`src/rtl/stack_pkg.sv`:
```
// Opcodes, per-op entry requirements and the legality rule for the ALU operand stack.
package stack_pkg;

  localparam int WIDTH_DEF = 16;

  localparam logic [2:0] OP_NOP  = 3'd0;
  localparam logic [2:0] OP_PUSH = 3'd1;
  localparam logic [2:0] OP_POP  = 3'd2;
  localparam logic [2:0] OP_ALU2 = 3'd3;
  localparam logic [2:0] OP_ALU1 = 3'd4;
  localparam logic [2:0] OP_DUP  = 3'd5;
  localparam logic [2:0] OP_SWAP = 3'd6;

  localparam int NEED_NOP  = 0;
  localparam int NEED_PUSH = 0;
  localparam int NEED_POP  = 1;
  localparam int NEED_ALU2 = 2;
  localparam int NEED_ALU1 = 1;
  localparam int NEED_DUP  = 1;
  localparam int NEED_SWAP = 2;

  // Growing ops additionally need a free slot; opcode 7 is never legal.
  function automatic logic op_legal(input logic [2:0] op, input int cnt, input int depth);
    case (op)
      OP_NOP:  return cnt >= NEED_NOP;
      OP_PUSH: return (cnt >= NEED_PUSH) && (cnt < depth);
      OP_POP:  return cnt >= NEED_POP;
      OP_ALU2: return cnt >= NEED_ALU2;
      OP_ALU1: return cnt >= NEED_ALU1;
      OP_DUP:  return (cnt >= NEED_DUP) && (cnt < depth);
      OP_SWAP: return cnt >= NEED_SWAP;
      default: return 1'b0;
    endcase
  endfunction

endpackage

```
`src/rtl/stack_spill_ram.sv`:
```
// Spill array below TOS/NOS: DEPTH-2 entries, push/pop pointer, unregistered read of the top entry.
module stack_spill_ram #(
  parameter int WIDTH = 16,
  parameter int DEPTH = 16,
  parameter int CW    = 5
) (
  input  logic             clk,
  input  logic             reset,
  input  logic             push,
  input  logic             pop,
  input  logic [WIDTH-1:0] wdata,
  output logic [WIDTH-1:0] top
);

  localparam int ENTRIES = DEPTH - 2;
  localparam int AW      = (ENTRIES > 1) ? $clog2(ENTRIES) : 1;

  logic [WIDTH-1:0] mem [ENTRIES];
  logic [CW-1:0]    ptr;
  logic [AW-1:0]    top_addr;

  always_ff @(posedge clk) begin
    if (reset)
      ptr <= '0;
    else if (push)
      ptr <= ptr + CW'(1);
    else if (pop)
      ptr <= ptr - CW'(1);
  end

  // NOTE: the array has no reset; entries above ptr are never read, so clearing them buys nothing.
  always_ff @(posedge clk) begin
    if (push)
      mem[ptr[AW-1:0]] <= wdata;
  end

  assign top_addr = AW'(ptr - CW'(1));
  assign top      = (ptr == '0) ? '0 : mem[top_addr];

endmodule

```
`src/rtl/alu_operand_stack.sv`:
```
// ALU operand stack: TOS/NOS registers, entry count, legality check and err.
// Define STACK_ERR_STICKY_EN for a sticky err that traps every non-NOP op until reset.
module alu_operand_stack
  import stack_pkg::*;
#(
  parameter int WIDTH = WIDTH_DEF,
  parameter int DEPTH = 16,
  parameter int CW    = 5
) (
  input  logic             clk,
  input  logic             reset,
  input  logic             op_valid,
  input  logic [2:0]       op,
  input  logic [WIDTH-1:0] din,
  input  logic [WIDTH-1:0] alu_r,
  output logic [WIDTH-1:0] tos,
  output logic [WIDTH-1:0] nos,
  output logic [CW-1:0]    count,
  output logic             empty,
  output logic             full,
  output logic             err
);

  logic [WIDTH-1:0] tos_d, nos_d, spill_top;
  logic [CW-1:0]    count_d;
  logic             legal, accept, viol, err_d;
  logic             spill_push, spill_pop, has2, deep;

  stack_spill_ram #(.WIDTH(WIDTH), .DEPTH(DEPTH), .CW(CW)) u_spill (
    .clk   (clk),
    .reset (reset),
    .push  (spill_push),
    .pop   (spill_pop),
    .wdata (nos),
    .top   (spill_top)
  );

  // NOTE: every comb output gets a default first so no path leaves one unassigned (no latches).
  always_comb begin
    tos_d      = tos;
    nos_d      = nos;
    count_d    = count;
    spill_push = 1'b0;
    spill_pop  = 1'b0;
    has2       = count >= CW'(2);
    deep       = count >= CW'(3);
    legal      = op_legal(op, int'(count), DEPTH);
`ifdef STACK_ERR_STICKY_EN
    if (err && op != OP_NOP)
      legal = 1'b0;
`endif
    accept = op_valid && legal;
    viol   = op_valid && !legal;
`ifdef STACK_ERR_STICKY_EN
    err_d = err | viol;
`else
    err_d = viol;
`endif
    if (accept) begin
      case (op)
        OP_PUSH, OP_DUP: begin
          nos_d      = tos;
          tos_d      = (op == OP_PUSH) ? din : tos;
          spill_push = has2;
          count_d    = count + CW'(1);
        end
        OP_POP, OP_ALU2: begin
          tos_d     = (op == OP_POP) ? nos : alu_r;
          nos_d     = deep ? spill_top : '0;
          spill_pop = deep;
          count_d   = count - CW'(1);
        end
        OP_ALU1: tos_d = alu_r;
        OP_SWAP: begin
          tos_d = nos;
          nos_d = tos;
        end
        default: ;
      endcase
    end
  end

  // NOTE: state registers use non-blocking assignments so all of them update from pre-edge values.
  always_ff @(posedge clk) begin
    if (reset) begin
      tos   <= '0;
      nos   <= '0;
      count <= '0;
      err   <= 1'b0;
    end else begin
      tos   <= tos_d;
      nos   <= nos_d;
      count <= count_d;
      err   <= err_d;
    end
  end

  assign empty = (count == '0);
  assign full  = (count == CW'(DEPTH));

endmodule

```
`config.mk`:
```
export PLATFORM = sky130hd
export DESIGN_NAME = alu_operand_stack
export DESIGN_NICKNAME = d
export VERILOG_FILES = /design/src/rtl/stack_pkg.sv /design/src/rtl/stack_spill_ram.sv /design/src/rtl/alu_operand_stack.sv
export SDC_FILE = /design/constraint.sdc
export NUM_CORES = 1
export LEC_CHECK = 0
export ABC_AREA = 1
export CORE_MARGIN = 8
export CORE_UTILIZATION = 55
export DETAILED_ROUTE_END_ITERATION = 7
export PLACE_DENSITY = 0.75
export SLEW_MARGIN = 20
export SYNTH_ARGS = -nofsm -noshare
export SYNTH_HDL_FRONTEND = slang
export SYNTH_HIERARCHICAL = 1
export SYNTH_SLANG_ARGS = --single-unit
```
`constraint.sdc`:
```
create_clock -name clk -period 8 [get_ports clk]
set_clock_uncertainty 0.2 [all_clocks]
set_input_delay 0.8 -clock clk [delete_from_list [all_inputs] [get_ports clk]]
set_output_delay 0.8 -clock clk [all_outputs]
set_load 0.05 [all_outputs]
```
==> impl_metrics.tcl <==
set metrics [dict create \
    utilization_pct 63.5 \
    grtUsageTotal_pct 22.7 \
    hold_violations 0 \
    yosysTopAreaCellShare_pct 55.8 \
    htree_levels 1 \
    p_total_mw 3.05 \
    synth_cell_types 37 \
    instances_no_fill 1604 \
    grt_max_degree 101 \
    yosysWarnings 6 \
    crit_arrival_ns 4.06 \
    vias 8937 \
    setup_viol 0 \
    ant_nets 0 \
    drt_iter0_drc 941 \
    dp_cells 1552 \
    n_fill_cell 1723 \
    powerDensity_nw_per_um2 221 \
    cts_buffers 28 \
    cts_resized 0 \
    worstMarginPinSlew_ns 1.10 \
    yosysTopAreaCell "edfxtp_1" \
    syn_avg_cell_area_sq_um 9.74 \
    drv_slew 0 \
    grt_pass1_vias 8452 \
    synth-main-ff-cell "edfxtp_1" \
    grt_antenna_before_repair 0 \
    gp_congestion 0.916 \
    path_clk_slew_ns 0.06 \
    drive_above_1_share_pct 7.63 \
    p_int_mw 2.34 \
    port_buffers 77 \
    critPathCaptureType "register" \
    r2r_slack_ns 4.30 \
    post_drt_wl_per_cell_microns 19.2 \
    max_freq_mhz 244 \
    core_sq_um 21700 \
    layout_min_cycle_time_ns 4.10 \
    switchingPower_uw 712 \
    min_path_type "reg -> reg" \
    area_growth_pct 14.3 \
    finalSetupTns_ns 0 \
    n_antenna_cell 0 \
    synth_commonest_cells "383 x nand2_1, 224 x edfxtp_1, 164 x nand3_1" \
    dr.pass1.iters 6 \
    cts.sinks 267 \
    critPathMaxFanout 17 \
    clkPwrFrac_pct 40.9 \
    root_buffer "clkbuf_16" \
    start_util_pct 55.6 \
    synth_edf_count 224 \
    die-area_sq_um 26900 \
    synthArstFlopShare_pct 0 \
    yosys_register_bits 267 \
    worst_slew_margin_rel_pct 27.0 \
    power_frac_comb_pct 8.1 \
    clockBufferDepth 3 \
    met3_length_microns 3070 \
    synth-seq-area-share_pct 62.9 \
    io_pins 78 \
    rows 54 \
    cp_data_required_time_ns 7.95 \
    irDropWorstVdd_mv 0.208 \
    crit_type "in -> reg" \
    grt_pass1_wl_microns 47200 \
    dp_hpwl_microns 19500 \
    ys_top_cells_by_area "edfxtp_1 56%, nand2_1 12%, dfxtp_1 7.1%" \
    clkLatencyLatePin_ns 0.53 \
    wl_microns 30800 \
    grt_overflow 0 \
    outcome "complete, no violations" \
    post-cts-setup-buffer-count 0 \
    vias_per_cell 5.57 \
    swShare_pct 23.3 \
    yosysMostFrequentCell "nand2_1" \
    synth_nets 1284 \
    max_cap_viol_count 0 \
    netlist_instances 1238 \
    die_w_microns 164 \
    syn-cell-area_sq_um 12100 \
    seq_power_share_pct 51.0 \
    wl_met1_microns 12800 \
    period_share_pct 51.3 \
    die_height_microns 164 \
    leakage_nw 5.32 \
    met2_length_microns 13900 \
    tritoncts "built" \
    drc 0 \
    holdBufCountCts 0 \
    worstSetupStartpointType "primary input" \
    rsz0062_at_grt "false" \
    nNetsFinal 1348 \
    routed.top_layer "met4" \
]
## flip-flops by register name, indices dropped and copies added (netlist names)
signal and cells:
err 1, nos 16, u_spill/mem 224, u_spill/ptr 5, tos 16, count 5
## final timing paths
check | end | cells after the start | start
setup / recovery | u_spill/mem[1][1] | 9 | op[1]
hold / removal | u_spill/ptr[4] | 3 | u_spill/ptr[4]
setup reg to reg | nos[8] | 11 | u_spill/ptr[0]
hold reg to reg | u_spill/ptr[4] | 3 | u_spill/ptr[4]
## routing by layer
| layer | vias to the layer above | GRT usage [%] |
|---|---|---|
| li1 | 4249 | - |
| met1 | 4196 | 30.7 |
| met2 | 438 | 34.9 |
| met3 | 54 | 5.66 |
| met4 | 0 | 8.93 |
| met5 | - | 0 |
## logic make-up after synthesis
group	Yosys count	synth area share, %
AOI/OAI and AO/OA	93	4.30
xor gates and xnor gates	5	0.488
adders and majority gates	8	0.830
buffers and inverters	147	6.54
DFF	267	62.9
and+or+nand+nor	718	24.9
## power groups by stage
| stage | clock, mW | sequential (mW) | combinational (mW) |
|---|---|---|---|
| 2_1_floorplan | 0 | 1.62 | 0.114 |
| 3_3_place_gp | 0 | 1.58 | 0.242 |
| 3_5_place_dp | 0 | 1.58 | 0.244 |
| 4_1_cts | 1.26 | 1.56 | 0.245 |
| 5_1_grt | 1.32 | 1.56 | 0.265 |
| 6_report | 1.25 | 1.56 | 0.246 |
## stage by stage
stage	instance area, sq um	setup WS (ns)	hold slack, ns
2_1_floorplan	12100	4.58	0.299
3_3_place_gp	12900	3.14	0.329
3_5_place_dp	12900	3.14	0.330
4_1_cts	13800	3.70	0.345
5_1_grt	13800	3.69	0.379
6_report	13800	3.90	0.342
## final cells by class
type	count	area [sq um]	area share, %
well taps	280	350	2.54
inverters	81	304	2.21
repair buffers	100	943	6.85
multi-input cells	824	3700	26.8
clock inverters	16	129	0.935
flip-flops and latches	267	7590	55.1
clock buffers	36	762	5.53
## placed cells by master (no fill, tap or decap), types with 2 or more instances in the layout
cell,Yosys,layout
nand2_1,383,383
nand4_1,6,6
inv_2,6,7
clkdlybuf4s50_1,0,77
nand3_1,164,164
nor3_1,4,4
o21ai_1,20,20
a21oi_1,29,29
inv_1,75,74
dfxtp_1,43,42
nand2_2,8,8
nor2_1,146,144
bufinv_16,0,2
o21ai_0,32,32
buf_4,12,23
xor2_1,2,2
a21oi_2,9,9
nand4_4,2,2
clkbuf_1,8,6
nor2_2,1,3
clkinv_2,0,7
edfxtp_1,224,224
clkinv_1,0,6
clkbuf_16,0,29
ha_1,8,7
## critical path, cell delays in order
cell	delay [ns]
clkdlybuf4s50_1	0.62
nand2_2	0.18
nand2_2	0.28
nor2_1	0.08
a21oi_1	0.25
nand2_1	0.12
nor3_1	0.73
nand2_1	0.28
nor2_2	0.71
Power figures use the tool's default switching activity.
